### src/rtl/bus_arb_pkg.sv
// -----------------------------------------------------------------------------
// bus_arb_pkg
// Shared types and constants for the two-master data bus arbiter.
//   arb_state_e : arbiter FSM state (IDLE, LOCK0, LOCK1)
//   master_id_t : identifies master 0 (CPU data port) or master 1 (DMA/blit)
//   NUM_MASTERS : number of masters sharing the data-side bus port
// -----------------------------------------------------------------------------
package bus_arb_pkg;

    localparam int NUM_MASTERS = 2;

    typedef enum logic [1:0] {
        IDLE  = 2'd0,
        LOCK0 = 2'd1,
        LOCK1 = 2'd2
    } arb_state_e;

    typedef logic master_id_t;

endpackage : bus_arb_pkg

### src/rtl/bus_arb_rr.sv
// -----------------------------------------------------------------------------
// bus_arb_rr
// Purely combinational winner selection for the two-master bus arbiter.
//
// Ports:
//   req        in  [1:0] request vector, bit n = master n
//   last_owner in  1     master granted most recently
//   state      in  2     arbiter state (IDLE / LOCK0 / LOCK1)
//   gnt        out [1:0] one-hot (or zero) grant vector
//
// Configuration macro: BUS_ARB_ROUND_ROBIN_EN
//   defined     : a tie in arbitration goes to the master that is not last_owner
//   not defined : a tie always goes to master 0 (last_owner ignored)
// -----------------------------------------------------------------------------
module bus_arb_rr
    import bus_arb_pkg::*;
(
    input  logic [NUM_MASTERS-1:0] req,
    input  master_id_t             last_owner,
    input  arb_state_e             state,
    output logic [NUM_MASTERS-1:0] gnt
);

    logic [NUM_MASTERS-1:0] idle_gnt;

`ifndef BUS_ARB_ROUND_ROBIN_EN
    // Fixed-priority build keeps last_owner on the port for a uniform interface.
    logic unused_last_owner;
    assign unused_last_owner = last_owner;
`endif

    // Arbitration used in IDLE and whenever the lock owner is not requesting.
    always_comb begin
        idle_gnt = '0;
        case (req)
            2'b01: idle_gnt = 2'b01;
            2'b10: idle_gnt = 2'b10;
            2'b11: begin
`ifdef BUS_ARB_ROUND_ROBIN_EN
                idle_gnt = (last_owner == 1'b0) ? 2'b10 : 2'b01;
`else
                idle_gnt = 2'b01;
`endif
            end
            default: idle_gnt = '0;
        endcase
    end

    // A locking owner wins outright while it keeps requesting.
    always_comb begin
        gnt = idle_gnt;
        case (state)
            LOCK0:   gnt = req[0] ? 2'b01 : idle_gnt;
            LOCK1:   gnt = req[1] ? 2'b10 : idle_gnt;
            default: gnt = idle_gnt;
        endcase
    end

endmodule : bus_arb_rr

### src/rtl/bus_arbiter.sv
// -----------------------------------------------------------------------------
// bus_arbiter
// Shares the single data-side bus port between the CPU data port (master 0)
// and the DMA/blit engine (master 1). One transfer is granted per cycle,
// combinationally; read data arriving one cycle later is routed back to the
// master that issued the read. A master may lock the bus for a short atomic
// burst; while the other master waits, a lock is held for at most MAX_HOLD
// consecutive grants.
//
// Parameters:
//   MAX_HOLD  maximum consecutive locked grants while the peer requests (>=1)
//
// Ports:
//   clk, reset_n                     clock (rising edge), async active-low reset
//   mN_req/addr/wdata/we/lock   in   master N request and attributes
//   mN_gnt                      out  transfer accepted this cycle
//   mN_rdata/mN_rvalid          out  read return, one cycle after a granted read
//   d_address/d_data_write      out  bus address / write data (0 when no grant)
//   d_write_enable/d_data_valid out  bus write strobe / transfer valid
//   d_data_read                 in   bus read data, valid the cycle after address
//
// Configuration macro: BUS_ARB_ROUND_ROBIN_EN (tie-break, see bus_arb_rr)
// -----------------------------------------------------------------------------
module bus_arbiter
    import bus_arb_pkg::*;
#(
    parameter int MAX_HOLD = 4
) (
    input  logic        clk,
    input  logic        reset_n,

    input  logic        m0_req,
    input  logic [31:0] m0_addr,
    input  logic [31:0] m0_wdata,
    input  logic        m0_we,
    input  logic        m0_lock,
    output logic        m0_gnt,
    output logic [31:0] m0_rdata,
    output logic        m0_rvalid,

    input  logic        m1_req,
    input  logic [31:0] m1_addr,
    input  logic [31:0] m1_wdata,
    input  logic        m1_we,
    input  logic        m1_lock,
    output logic        m1_gnt,
    output logic [31:0] m1_rdata,
    output logic        m1_rvalid,

    output logic [31:0] d_address,
    output logic [31:0] d_data_write,
    output logic        d_write_enable,
    output logic        d_data_valid,
    input  logic [31:0] d_data_read
);

    localparam int               HOLD_W     = $clog2(MAX_HOLD + 1);
    localparam logic [HOLD_W:0]  MAX_HOLD_X = (HOLD_W + 1)'(MAX_HOLD);
    localparam logic [HOLD_W-1:0] HOLD_SAT  = HOLD_W'(MAX_HOLD);

    arb_state_e        state_q, state_d;
    master_id_t        last_owner_q, last_owner_d;
    logic [HOLD_W-1:0] hold_cnt_q, hold_cnt_d;
    logic              rd_pend_q, rd_pend_d;
    master_id_t        rd_owner_q, rd_owner_d;

    logic [NUM_MASTERS-1:0] req_vec;
    logic [NUM_MASTERS-1:0] gnt_raw;
    logic [NUM_MASTERS-1:0] gnt;

    logic              granted;
    master_id_t        winner;
    logic              win_we;
    logic              win_lock;
    logic              other_req;
    logic [HOLD_W-1:0] hold_base;
    logic [HOLD_W:0]   hold_inc;
    logic              keep_lock;

    assign req_vec = {m1_req, m0_req};

    bus_arb_rr u_rr (
        .req        (req_vec),
        .last_owner (last_owner_q),
        .state      (state_q),
        .gnt        (gnt_raw)
    );

    // Grants are forced low while reset is asserted, even with requests high.
    assign gnt = reset_n ? gnt_raw : '0;

    // State register
    always_ff @(posedge clk or negedge reset_n) begin
        if (!reset_n) begin
            state_q      <= IDLE;
            last_owner_q <= 1'b1;
            hold_cnt_q   <= '0;
            rd_pend_q    <= 1'b0;
            rd_owner_q   <= 1'b0;
        end else begin
            state_q      <= state_d;
            last_owner_q <= last_owner_d;
            hold_cnt_q   <= hold_cnt_d;
            rd_pend_q    <= rd_pend_d;
            rd_owner_q   <= rd_owner_d;
        end
    end

    // Next-state logic
    always_comb begin
        granted   = |gnt;
        winner    = gnt[1];
        win_we    = gnt[1] ? m1_we   : m0_we;
        win_lock  = gnt[1] ? m1_lock : m0_lock;
        other_req = gnt[1] ? m0_req  : m1_req;

        // The hold count only carries over while the same master keeps the lock;
        // a new owner starts its burst from zero.
        hold_base = ((state_q == LOCK0 && gnt[0]) || (state_q == LOCK1 && gnt[1]))
                    ? hold_cnt_q : '0;
        hold_inc  = {1'b0, hold_base} + (HOLD_W + 1)'(1);

        // Lock is honoured unconditionally with an idle peer, otherwise only
        // until this grant would reach MAX_HOLD.
        keep_lock = win_lock && ((hold_inc < MAX_HOLD_X) || !other_req);

        state_d      = IDLE;
        hold_cnt_d   = '0;
        last_owner_d = last_owner_q;
        rd_pend_d    = granted && !win_we;
        rd_owner_d   = granted ? winner : rd_owner_q;

        if (granted) begin
            last_owner_d = winner;
            if (keep_lock) begin
                state_d    = winner ? LOCK1 : LOCK0;
                hold_cnt_d = (hold_inc > MAX_HOLD_X) ? HOLD_SAT : hold_inc[HOLD_W-1:0];
            end
        end
    end

    // Output logic
    always_comb begin
        m0_gnt         = gnt[0];
        m1_gnt         = gnt[1];
        d_data_valid   = |gnt;
        d_address      = '0;
        d_data_write   = '0;
        d_write_enable = 1'b0;
        if (gnt[0]) begin
            d_address      = m0_addr;
            d_data_write   = m0_wdata;
            d_write_enable = m0_we;
        end else if (gnt[1]) begin
            d_address      = m1_addr;
            d_data_write   = m1_wdata;
            d_write_enable = m1_we;
        end

        m0_rvalid = reset_n && rd_pend_q && (rd_owner_q == 1'b0);
        m1_rvalid = reset_n && rd_pend_q && (rd_owner_q == 1'b1);
        m0_rdata  = m0_rvalid ? d_data_read : '0;
        m1_rdata  = m1_rvalid ? d_data_read : '0;
    end

endmodule : bus_arbiter

### config.mk
export PLATFORM = sky130hd
export DESIGN_NAME = bus_arbiter
export DESIGN_NICKNAME = d
export VERILOG_FILES = /design/src/rtl/bus_arb_pkg.sv /design/src/rtl/bus_arb_rr.sv /design/src/rtl/bus_arbiter.sv
export SDC_FILE = /design/constraint.sdc
export NUM_CORES = 1
export LEC_CHECK = 0
export CAP_MARGIN = 10
export CORE_AREA = 2 2 116 118
export CTS_CLUSTER_SIZE = 14
export DETAILED_ROUTE_END_ITERATION = 10
export DIE_AREA = 0 0 118 120
export GPL_ROUTABILITY_DRIVEN = 0
export GPL_TIMING_DRIVEN = 1
export PLACE_DENSITY_LB_ADDON = 0.05
export SLEW_MARGIN = 15
export SYNTH_ARGS = -nofsm -noshare
export SYNTH_HDL_FRONTEND = slang
export SYNTH_SLANG_ARGS = --single-unit
### constraint.sdc
create_clock -name clk -period 3 [get_ports clk]
set_clock_uncertainty 0.1 [all_clocks]
set_input_delay 0.75 -clock clk [delete_from_list [all_inputs] [get_ports clk]]
set_output_delay 0.75 -clock clk [all_outputs]
set_load 0.1 [all_outputs]
==> impl_metrics.ini, run 1 <==
[cts]
path_clk_slew_ns = 0.04
clock_tree.buffer_depth = 2
clock_tree.root_cell = sky130_fd_sc_hd__clkbuf_16
cts-htree-levels = 1
numClockSinks = 7
cts_buffers = 3
tritoncts = yes
worst_skew_pair_latency_ns = 0.23

[routing]
drt_first_pass_iters = 4
drt_drc_violations_left = 0
detail_route.iter0.violations = 81
detail-route-antenna-nets = 0
detail_route.vias_per_cell = 4.21
finalWirelength_mm = 13.2
vias_after_detailed_routing = 2927
post_drt_wl_per_cell_um = 19.0

[place]
dp.final_hpwl_mm = 10.8
io_port_bufs = 301
post-place-ws_ns = -0.451

[synth]
yosys.cell_types.count = 29
synth.yosys.warnings = 0
synth_seq_cells = 7
syn_area_per_cell_um2 = 7.66
syn_nets = 381
part_of_the_yosys_area_used_for_sequential_elements_pct = 10.9
summed_instance_area_of_the_synthesized_netlist_um2 = 1600
syn-instance-count = 209

[global_route]
grt_pass1_wl_mm = 19.1
groute.usage.overall_pct = 17.7
pin_count_of_the_biggest_net_entering_global_routing = 34
vias_in_the_first_global_route = 3181
grt-ovfl-total = 0
initial_antenna_violation_count = 0

[layout]
nets = 693
n_antenna_cell = 0
area_delta_synth_final_pct = 333
ratio_of_cells_with_drive_above_1_in_the_final_layout_pct = 51.0
post-route-util_pct = 53.4

[floorplanning]
chipHeight_um = 120
rows = 42
fp.dieArea_um2 = 14200
core_area_um2 = 13000
die-width_um = 118
start_util_pct = 12.3
ioPinCount = 302

[timing]
layout_setup_ws_ns = 0.0528
worst_pin_slew_ns = 0.450
clock.fmax_ghz = 0.339
setup_viol = 0
final_hold_violating_endpoints = 0
worst_slew_margin_rel_pct = 69.2
timing.final.crit_share_pct = 98.2
minimum_clock_period_ns = 2.95
report.final.slew_viol_count = 0

[min_path]
worst_hold_path_type = reg -> reg

[run_status]
run_status = finished, final reports clean

[power]
power.density_nw_per_um2 = 262
worst_ir_drop_vdd_mv = 0.128
power.leakage_nw = 2.83
total_power_mw = 1.81

[worst_setup_path]
crit_required_ns = 2.15
timing.setup.critical_path_class = in -> out
setup.worst_path.end_class = primary output
worstPathArrival_ns = 2.10
start_kind = primary input
path_max_fanout = 8

[flow_run]
drv_cap = 0
final timing paths:
kind | slack, ns | cells past startpoint | end | from
worst min register to register | 0.43 | 2 | rd_owner_q | rd_owner_q
worst max register to register | 0.09 | 13 | hold_cnt_q[1] | state_q[0]
worst min-delay path | 0.43 | 2 | rd_owner_q | rd_owner_q
max in group asynchronous | 2.20 | 2 | hold_cnt_q[1] | reset_n
min in group asynchronous | 0.46 | 2 | state_q[1] | reset_n
worst max-delay path | 0.05 | 10 | d_data_write[20] | m0_req
placed cells by master (no fill, tap or decap), types with 3 or more instances in the layout:
cell	instances
sky130_fd_sc_hd__nand2_1	5
sky130_fd_sc_hd__a22o_4	24
sky130_fd_sc_hd__clkdlybuf4s50_1	164
sky130_fd_sc_hd__clkbuf_16	3
sky130_fd_sc_hd__inv_1	4
sky130_fd_sc_hd__a22o_1	4
sky130_fd_sc_hd__and3_1	3
sky130_fd_sc_hd__and2_1	48
sky130_fd_sc_hd__buf_4	13
sky130_fd_sc_hd__and2_2	18
sky130_fd_sc_hd__nor2_1	4
sky130_fd_sc_hd__nor3_1	3
sky130_fd_sc_hd__buf_6	4
sky130_fd_sc_hd__buf_12	140
sky130_fd_sc_hd__dfrtp_1	7
sky130_fd_sc_hd__o21ai_4	3
sky130_fd_sc_hd__buf_16	4
sky130_fd_sc_hd__a22o_2	36
logic make-up after synthesis:
group                    synth area share (%)
AO/OA/AOI/OAI                            43.6
flip-flops                               10.9
AND/OR/NAND/NOR                          33.8
adder cells (fa/ha/maj)                  3.13
multiplexers                             1.25
buffers and inverters                    7.35
Yosys cell counts, drive strengths merged:
library cell	n	area, µm²
clkbuf	7	26.3
a32oi	1	8.76
a21o	1	7.51
o21bai	2	26.3
o31ai	2	15.0
o311a	1	11.3
a31oi	1	6.26
nor3	3	15.0
inv	5	18.8
and3	3	18.8
buf	14	72.6
nand2	7	26.3
nand3	1	5.00
a21oi	1	16.3
a2111oi	1	15.0
mux2i	2	20.0
and2	66	413
nor2b	2	12.5
a22o	64	561
a41o	1	10.0
dfrtp	7	175
o21ai	4	20.0
ha	4	50.1
and4bb	1	12.5
nand2b	2	12.5
nor2	6	25.0
flip-flops by register name (all words and copies together) (netlist names):
signal,flops
rd_owner_q,1
state_q,2
rd_pend_q,1
hold_cnt_q,3
critical path, cell delays in order:
cell and delay [ns]:
sky130_fd_sc_hd__clkdlybuf4s15_1 0.21, sky130_fd_sc_hd__buf_6 0.13, sky130_fd_sc_hd__o21ai_4 0.06, sky130_fd_sc_hd__o31ai_4 0.07, sky130_fd_sc_hd__nor2_4 0.07, sky130_fd_sc_hd__buf_12 0.13
sky130_fd_sc_hd__buf_12 0.12, sky130_fd_sc_hd__buf_16 0.14, sky130_fd_sc_hd__a22o_4 0.23, sky130_fd_sc_hd__buf_12 0.16
power by group:
part           internal [mW]  total [mW]  switching, mW  leakage (nW)
Combinational          0.644        1.48          0.840          2.70
Clock                  0.177       0.227         0.0497        0.0382
Sequential            0.0999       0.103        0.00289        0.0942
Total                  0.921        1.81          0.893          2.83
metal layers:
metal	share of wire (%)	global-route usage, %	vias up	routed length, µm
li1	-	-	1401	-
met1	32	16.8	1349	4230
met2	56	35.3	169	7470
met3	11	8.17	8	1430
met4	0.88	2.33	0	116
met5	0	0	-	0
cell type report:
class | instances | area, µm²
Sequential cell | 7 | 175
Fill cell | 1148 | 6050
Tap cell | 176 | 220
Timing Repair Buffer | 328 | 4720
Multi-Input combinational cell | 176 | 1720
Inverter | 5 | 18.8
Clock buffer | 4 | 78.8
per-stage QoR:
| step | std cells | setup TNS (ns) | hold slack [ns] | cell area [µm²] |
|---|---|---|---|---|
| 6_report | 696 | 0 | 0.434 | 6930 |
| 5_1_grt | 696 | -0.0265 | 0.486 | 6930 |
| 4_1_cts | 694 | -0.00602 | 0.433 | 6860 |
| 3_5_place_dp | 680 | -31.33 | 0.423 | 6370 |
| 3_3_place_gp | 680 | -30.46 | 0.411 | 6370 |
| 2_1_floorplan | 209 | -0.281 | 0.354 | 1740 |
repair_timing:
action	4_1_cts	5_1_grt
hold buffers	0	0
cloned	4	0
gates resized for setup	44	15
pin swaps	4	4
setup endpoints to repair	136	132
setup buffers	6	2
Power figures use the tool's default switching activity.
==> inputs of run 2 (changes only) <==
Settings changed: CAP_MARGIN 10 to 20.
==> results of run 2 <==
Final layout, timing and power as in run 1 (identical DEF).
==> inputs of run 3 (changes only) <==
Settings changed: ABC_AREA set to 1, CORE_AREA 2 2 116 118 to 2 2 117 119, DIE_AREA 0 0 118 120 to 0 0 119 121.
Clock period 3 ns to 3.6 ns, I/O delays scaled along.
==> run 3 against run 2 <==
Critical path depth fell by 2. Clock power fell by 16%. Critical path type unchanged. Area after synthesis rose by 14%. Non-clock buffer count fell by 3. Sequential power fell by 16%. Register-to-register slack improved by 1.1 ns. Highest routed layer unchanged. Count of clock-buffer cells in the layout did not move. Sequential cell count did not move. Sequential share of layout area barely moved. Utilization rose by 0.059 points. Cell area rose by 0.92%. Combinational power fell by 17%.
==> impl_metrics.ini, run 3 <==
[synth]
synth.most_common_cell = sky130_fd_sc_hd__nand2_1
part_of_the_yosys_area_used_for_sequential_elements_pct = 9.58
syn_area_per_cell_um2 = 4.74
ys_top_cells_by_area = sky130_fd_sc_hd__nand2_1 30%, sky130_fd_sc_hd__nand3_1 19%, sky130_fd_sc_hd__nor2_1 15%
syn_nets = 558
synth_largest_area_cell = sky130_fd_sc_hd__nand2_1
synth_enable_flop_cells = 0
yosys.area.top_type_share_pct = 30.2
yosys.cell_types.count = 21
synth-main-ff-cell = sky130_fd_sc_hd__dfrtp_1
synth.yosys.warnings = 0
syn-instance-count = 386
synth_seq_cells = 7
summed_instance_area_of_the_synthesized_netlist_um2 = 1830
netlist_top_cells_count = 147 x sky130_fd_sc_hd__nand2_1, 71 x sky130_fd_sc_hd__nor2_1, 68 x sky130_fd_sc_hd__nand3_1
synthArstFlopShare_pct = 100

[routing]
drt_first_pass_iters = 5
detail_route.iter0.violations = 75
post_drt_wl_per_cell_um = 14.7
detail_route.vias_per_cell = 4.08
vias_after_detailed_routing = 3527
detail-route-antenna-nets = 0
drt_drc_violations_left = 0
finalWirelength_mm = 12.7

[power]
total_power_mw = 1.51
power.leakage_nw = 3.12
power.internal_mw = 0.718
worst_ir_drop_vdd_mv = 0.154
power.share.clock_pct = 12.6
combinational_power_share_pct = 81.6
power.share.switching_pct = 52.4
share_seq_of_total_power_pct = 5.8
switchingPower_mw = 0.791
power.density_nw_per_um2 = 216

[timing]
clock.fmax_ghz = 0.285
setup_viol = 0
worst_slew_margin_rel_pct = 77.6
layout_setup_ws_ns = 0.0926
setup-tns-final_ns = 0
hold_slack_ns = 0.492
minimum_clock_period_ns = 3.51
report.final.slew_viol_count = 0
worst_pin_slew_ns = 0.336
timing.final.crit_share_pct = 97.4
final_hold_violating_endpoints = 0

[layout]
most-common-layout-cells = 167 x sky130_fd_sc_hd__clkdlybuf4s50_1, 146 x sky130_fd_sc_hd__nand2_1, 142 x sky130_fd_sc_hd__buf_12
largest_register_ffs = 3
finish.instance_area_um2 = 7000
post-route-util_pct = 53.5
layout.cells.most_common = sky130_fd_sc_hd__clkdlybuf4s50_1
area_delta_synth_final_pct = 283
nets = 861
final_cells = 864
n_antenna_cell = 0
filler_cell_count = 1204
multiInputGateArea_um2 = 1640
seq_area_um2 = 175
largestRegisters = hold_cnt_q x3, state_q x2
ratio_of_cells_with_drive_above_1_in_the_final_layout_pct = 34.7
regMostFlops = hold_cnt_q

[cts]
cts_buffers = 3
post_cts_hold_buffer_count = 0
tritoncts = yes
worst_skew_pair_latency_ns = 0.23
cts-htree-levels = 1
numClockSinks = 7
cts_post_setup_buffers_inserted = 0
gates_resized_cts_repair = 0
clock_tree.buffer_depth = 2
path_clk_slew_ns = 0.04
clock_tree.root_cell = sky130_fd_sc_hd__clkbuf_16

[floorplanning]
start_util_pct = 14.0
die-width_um = 119
rows = 42
core_area_um2 = 13100
fp.dieArea_um2 = 14400
chipHeight_um = 121
ioPinCount = 302

[place]
placedCellCount = 858
post-place-ws_ns = 0.0231
io_port_bufs = 301
placement.cell_area_um2 = 6850
dp.final_hpwl_mm = 10.9

[global_route]
initial_antenna_violation_count = 0
grt-ovfl-total = 0
grt-busiest-layer = met2
pin_count_of_the_biggest_net_entering_global_routing = 52
met3_global_route_usage_pct = 5.31
grt_pass1_wl_mm = 18.7
grtUsageMet2_pct = 30.5
groute.usage.overall_pct = 16.3
use_met1_pct = 17.7
vias_in_the_first_global_route = 3538

[worst_setup_path]
setup.worst_path.end_class = primary output
path_max_fanout = 12
timing.setup.critical_path_class = in -> out
crit_required_ns = 2.60
worstPathArrival_ns = 2.51
start_kind = primary input

[flow_run]
drv_cap = 0

[min_path]
worst_hold_path_type = reg -> reg

[run_status]
run_status = finished, final reports clean
-- run 3: cell type report --
cell class                      instances  area share [%]
Clock buffer                            4            1.13
Inverter                               51            3.06
Multi-Input combinational cell        301            23.4
Sequential cell                         7            2.50
Tap cell                              176            3.15
Timing Repair Buffer                  325            66.8
-- run 3: cells by family after synthesis --
group           after synthesis  share of synthesized area, %
flops                         7                          9.58
simple gates                291                          65.7
compound gates                6                          2.05
buf+inv                      78                          19.9
fa+ha+maj                     4                          2.74
-- run 3: layer usage --
metal / wire [µm] / part of all wire [%]
met5: 0 / 0
met1: 4620 / 36
met4: 280 / 2.2
met3: 1290 / 10
met2: 6540 / 51
-- run 3: worst paths after layout --
check                      slack (ns)          start             to  depth (start not counted)
max in group asynchronous        2.37        reset_n      rd_pend_q                          2
hold reg to reg                  0.49  hold_cnt_q[0]  hold_cnt_q[0]                          3
min in group asynchronous        0.91        reset_n     state_q[0]                          2
hold / removal                   0.49  hold_cnt_q[0]  hold_cnt_q[0]                          3
setup reg to reg                 1.22     state_q[0]  hold_cnt_q[0]                         15
setup / recovery                 0.09        reset_n    m0_rdata[4]                          8
-- run 3: critical path, cell delays in order --
cell	delay, ns
sky130_fd_sc_hd__clkdlybuf4s50_1	0.51
sky130_fd_sc_hd__buf_12	0.17
sky130_fd_sc_hd__inv_12	0.04
sky130_fd_sc_hd__nor3_4	0.18
sky130_fd_sc_hd__inv_2	0.18
sky130_fd_sc_hd__buf_12	0.20
sky130_fd_sc_hd__nor2_2	0.13
sky130_fd_sc_hd__buf_12	0.19
-- run 3: power by group through the flow --
stage               sequential [mW]  clock (mW)  combinational, mW
global route                 0.0874       0.198               1.28
detailed placement           0.0879           0               1.23
CTS                          0.0869       0.192               1.23
global placement             0.0876           0               1.22
floorplan                    0.0872           0              0.671
finish                       0.0868       0.191               1.23
==> variant 1: new RTL, config.mk and constraints of run 1 <==
The option `BUS_ARB_ROUND_ROBIN_EN` is turned on by a define.
--- a/src/rtl/bus_arb_rr.sv
+++ b/src/rtl/bus_arb_rr.sv
@@ -12,6 +12,8 @@
 //   defined     : a tie in arbitration goes to the master that is not last_owner
 //   not defined : a tie always goes to master 0 (last_owner ignored)
 // -----------------------------------------------------------------------------
+`define BUS_ARB_ROUND_ROBIN_EN
+
 module bus_arb_rr
     import bus_arb_pkg::*;
 (
Function: changed (Yosys sat finds a counterexample within 4 cycles, from zero or initial values and one cycle with reset_n low).
==> variant 1 against run 1 <==
The flow now finishes with violations (negative setup slack); routed wire length is 9.4% higher; area after synthesis rose by 7.3%; sequential cell count rose by 1; total power grew 46%; non-clock buffer count grew 20; via count is 9.2% higher; design area grew 8.4%; register-to-register slack better by 280 ps; setup slack got worse by 100 ps; critical path type is now reg -> out; largest cell class unchanged.
==> variant 1: results (changes against run 1) <==
metric,value,unit,change
status,finished with violations,,"was complete, no violations"
violations,negative setup slack,,
cp-endpoint,d_data_write[29],,was d_data_write[20]
grt_max_degree,34,,unchanged
cts_root_buffer,clkbuf_16,,unchanged
antenna_found_initial,0,,unchanged
antenna_cells,0,,unchanged
ys_seq_area_frac,0.117,,was 0.109
via_per_inst,4.44,,was 4.21
first_global_vias,3414,,"was 3,181"
critical_path.max_stage_delay,380,ps,was 230 ps
place_ws,-368,ps,was -451 ps
maxSlewHeadroom,0.728,,was 0.692
yosys-top-cells-count,"66 x and2_1, 65 x a32o_1, 16 x clkbuf_1, 10 x buf_2, 8 x inv_1",,"was 66 x and2_1, 64 x a22o_1, 13 x buf_2"
min_to,hold_cnt_q[1],,was rd_owner_q
cts_buffers,3,,unchanged
crit_path_start,state_q[0],,was m0_req
clock_path_buffers,2,,unchanged
whs_path_depth,1,,was 2
hp-start,hold_cnt_q[2],,was rd_owner_q
p_leak,3.02,nW,was 2.83 nW
r2r-end,hold_cnt_q[2],,was hold_cnt_q[1]
grt_first_pass_wirelength,21.7,mm,was 19.1 mm
synthCells,220,,was 209
routedWlPerCell,20.1,um,was 19.0 um
setup_viol,38,,was 0
rrSetupSlack,370,ps,was 90 ps
final_nets,717,,was 693
tns,-986,ps,was 0 ps
critPathSlowestCell,dfrtp_1,,was a22o_4
arrival,2200,ps,was 2100 ps
drt_iter0_drc,75,,was 81
placed_area,7110,sq um,was 6370 sq um
port_buffers,301,,unchanged
layout-drive-gt1-share,0.529,,was 0.510
syn-num-nets,392,,was 381
synth_cell_types,29,,unchanged
yosys_warnings,0,,unchanged
path_max_fanout,16,,was 8
timing.final.ws_setup,-49.5,ps,was 52.8 ps
dpl.hpwl,11.7,mm,was 10.8 mm
dp.cells,697,,was 680
clkLatencyLatePin,230,ps,about the same
synthArstFlopShare,1.00,,unchanged
firstDrtPassIters,4,,unchanged
gr-usage-all-layers,0.197,,was 0.177
ys.flop_type,dfrtp_1,,unchanged
worst_hold_slack,407,ps,was 434 ps
path_clk_slew,40,ps,about the same
synthTopCellsByArea,"a32o_1 38%, and2_1 24%, dfrtp_1 10%",,"was a22o_1 35%, and2_1 26%, dfrtp_1 11%"
dr_total_vias,3195,,"was 2,927"
reg.largest.list,"hold_cnt_q (3), state_q (2)",,unchanged
htree_levels,1,,unchanged
r2r_cells,12,,was 13
ir_drop,0.000204,V,was 0.000128 V
hold_class,reg -> reg,,unchanged
==> variant 1: cell types whose count changed after synthesis, sizes merged, moves of 2 or more <==
cell           run 1  this run
a32o               0        65
a22o              64         0
clkbuf             7        16
inv                5         8
nand2              7         4
buf               14        12
mux2i              2         0
nand3              1         3
nor2b              2         0
o31ai              2         0
==> variant 1: kinds of logic after synthesis <==
logic type | after synthesis | synth area share
simple gates | 92 | 0.319
compound gates | 80 | 0.449
buf+inv | 36 | 0.0859
flops | 8 | 0.117
fa+ha+maj | 4 | 0.0291
==> variant 1: where the power goes <==
part / internal, W / switching (W)
logic: 0.000963 / 0.00131
clock network: 0.000178 / 0.0000585
registers: 0.000124 / 0.00000996
total: 0.00126 / 0.00138
==> variant 1: worst max-delay path: cells and delay by family (launching register included) <==
kind / cells / cell delay, ps
flops: 1 / 380
fa+ha+maj: 1 / 220
simple gates: 1 / 170
compound gates: 3 / 630
buf+inv: 4 / 540
==> variant 1: metal layers <==
metal / wire length [um] / up-vias / track usage / part of all wire
met4: 138 / 0 / 0.0233 / 0.0095
met2: 8210 / 145 / 0.390 / 0.57
met1: 5200 / 1521 / 0.217 / 0.36
met3: 950 / 8 / 0.0485 / 0.066
met5: 0 / - / 0 / 0
li1: - / 1521 / - / -
==> variant 1: layout make-up <==
| type | instances | area (sq um) |
|---|---|---|
| Inverter | 8 | 33.8 |
| Clock buffer | 4 | 78.8 |
| Tap cell | 176 | 220 |
| Sequential cell | 8 | 201 |
| Timing Repair Buffer | 348 | 4950 |
| Fill cell | 1106 | 5460 |
| Multi-Input combinational cell | 176 | 2030 |
==> variant 1: timing repair <==
action / 4_1_cts / 5_1_grt
cloned: 4 / 1
hold endpoints to repair: 0 / 0
pin swaps: 31 / 15
endpoints found under the setup margin: 137 / 126
gates resized for setup: 33 / 5
setup buffers: 13 / 2
==> variant 2: new RTL, flow settings as in run 1 <==
Without the edit above. Make the reset (`reset_n`) synchronous in one clocked block. Comments in the files are not updated.
--- a/src/rtl/bus_arbiter.sv
+++ b/src/rtl/bus_arbiter.sv
@@ -90,7 +90,7 @@
     assign gnt = reset_n ? gnt_raw : '0;
 
     // State register
-    always_ff @(posedge clk or negedge reset_n) begin
+    always_ff @(posedge clk) begin
         if (!reset_n) begin
             state_q      <= IDLE;
             last_owner_q <= 1'b1;
Check against the original RTL: same outputs for any inputs over 10 cycles, from zero or initial values and one cycle with reset_n low; that may be too few to reach the edited logic, so the function may still have changed.
==> variant 2 against run 1 <==
First-iteration DRC count is 54% lower; setup slack worse by 29 ps; sequential cell count stayed put; design area is 3.0% higher; total power is 3.7% lower; critical endpoint is now d_address[31]; maximum frequency is 0.96% lower; area after synthesis is 1.0% lower; sequential share of layout area is 0.53 points lower; combinational power is 4% lower; largest power group unchanged; routed wire length is 4.2% higher; via count is 0.85% higher; critical path depth is 1 lower.
==> variant 2: results (changes against run 1) <==
metric,value,unit,change
layout-drive-gt1-share,0.524,,was 0.510
tightest_slew,411,ps,was 450 ps
status,"complete, no violations",,unchanged
p_leak,2.96,nW,was 2.83 nW
synth_compound_area_frac,0.415,,was 0.435
syn_avg_cell_area,7.76,sq um,was 7.66 sq um
synth_cell_types,30,,was 29
drt_iter0_drc,37,,was 81
nonClockBufferCount,336,,was 328
clock_path_buffers,2,,unchanged
htree_levels,1,,unchanged
dpl.hpwl,10.6,mm,was 10.8 mm
min_to,rd_owner_q,,unchanged
syn-num-nets,376,,was 381
seqAreaFraction,0.0200,,was 0.0253
final_nets,698,,was 693
buf_share,0.693,,was 0.680
dp.cells,679,,was 680
wl_met1,4.47,mm,was 4.23 mm
wl_met3,1.27,mm,was 1.43 mm
rr_startpoint,state_q[0],,unchanged
seq_cells,7,,unchanged
synthMuxAreaShare,0,,was 0.0125
wl,13.8,mm,was 13.2 mm
r2r-end,hold_cnt_q[1],,unchanged
multi_input_area,1710,sq um,was 1720 sq um
grt_use_met1,0.177,,was 0.168
path_max_fanout,7,,was 8
synthAdderAreaFrac,0.0316,,was 0.0313
ys.flop_type,dfxtp_1,,was dfrtp_1
dr_total_vias,2952,,"was 2,927"
cp-endpoint,d_address[31],,was d_data_write[20]
wl_met2,8.01,mm,was 7.47 mm
gr-usage-all-layers,0.183,,was 0.177
ys_seq_area_frac,0.0885,,was 0.109
multi_input_cells,172,,was 176
grt_first_pass_wirelength,19.7,mm,was 19.1 mm
grtUsageMet3,0.0637,,was 0.0817
ir_drop,0.000131,V,was 0.000128 V
use_met2,0.379,,was 0.353
first_global_vias,3204,,"was 3,181"
synthArstFlopShare,0,,was 1.00
routedWlPerCell,19.7,um,was 19.0 um
worst_hold_slack,381,ps,was 434 ps
num-nonclk-inverters,6,,was 5
## variant 2: critical path: stages
cell       delay, ps
buf_2            130
a21boi_2         160
buf_4            130
buf_4            150
nand2_8          100
clkinv_8          90
clkbuf_16        170
a22o_2           280
buf_12           170
## variant 2: through the flow
step	instance area (sq um)	setup slack, ps	power [W]
floorplan	1760	-102	0.000794
global placement	6360	-266	0.00139
detailed placement	6360	-291	0.00140
CTS	6960	2.05	0.00172
global route	7140	-15.3	0.00180
finish	7140	24.0	0.00175
## variant 2: report_power, final
group | internal [W] | total, W | switching, W
registers | 0.0000979 | 0.000100 | 0.00000261
clock network | 0.000177 | 0.000229 | 0.0000517
logic | 0.000643 | 0.00142 | 0.000774
total | 0.000918 | 0.00175 | 0.000829
## variant 2: timing repair
action	CTS	global route
setup endpoints to repair	132	66
pin swaps	5	5
setup buffers	8	0
gates cloned	8	4
gates resized for setup	53	19
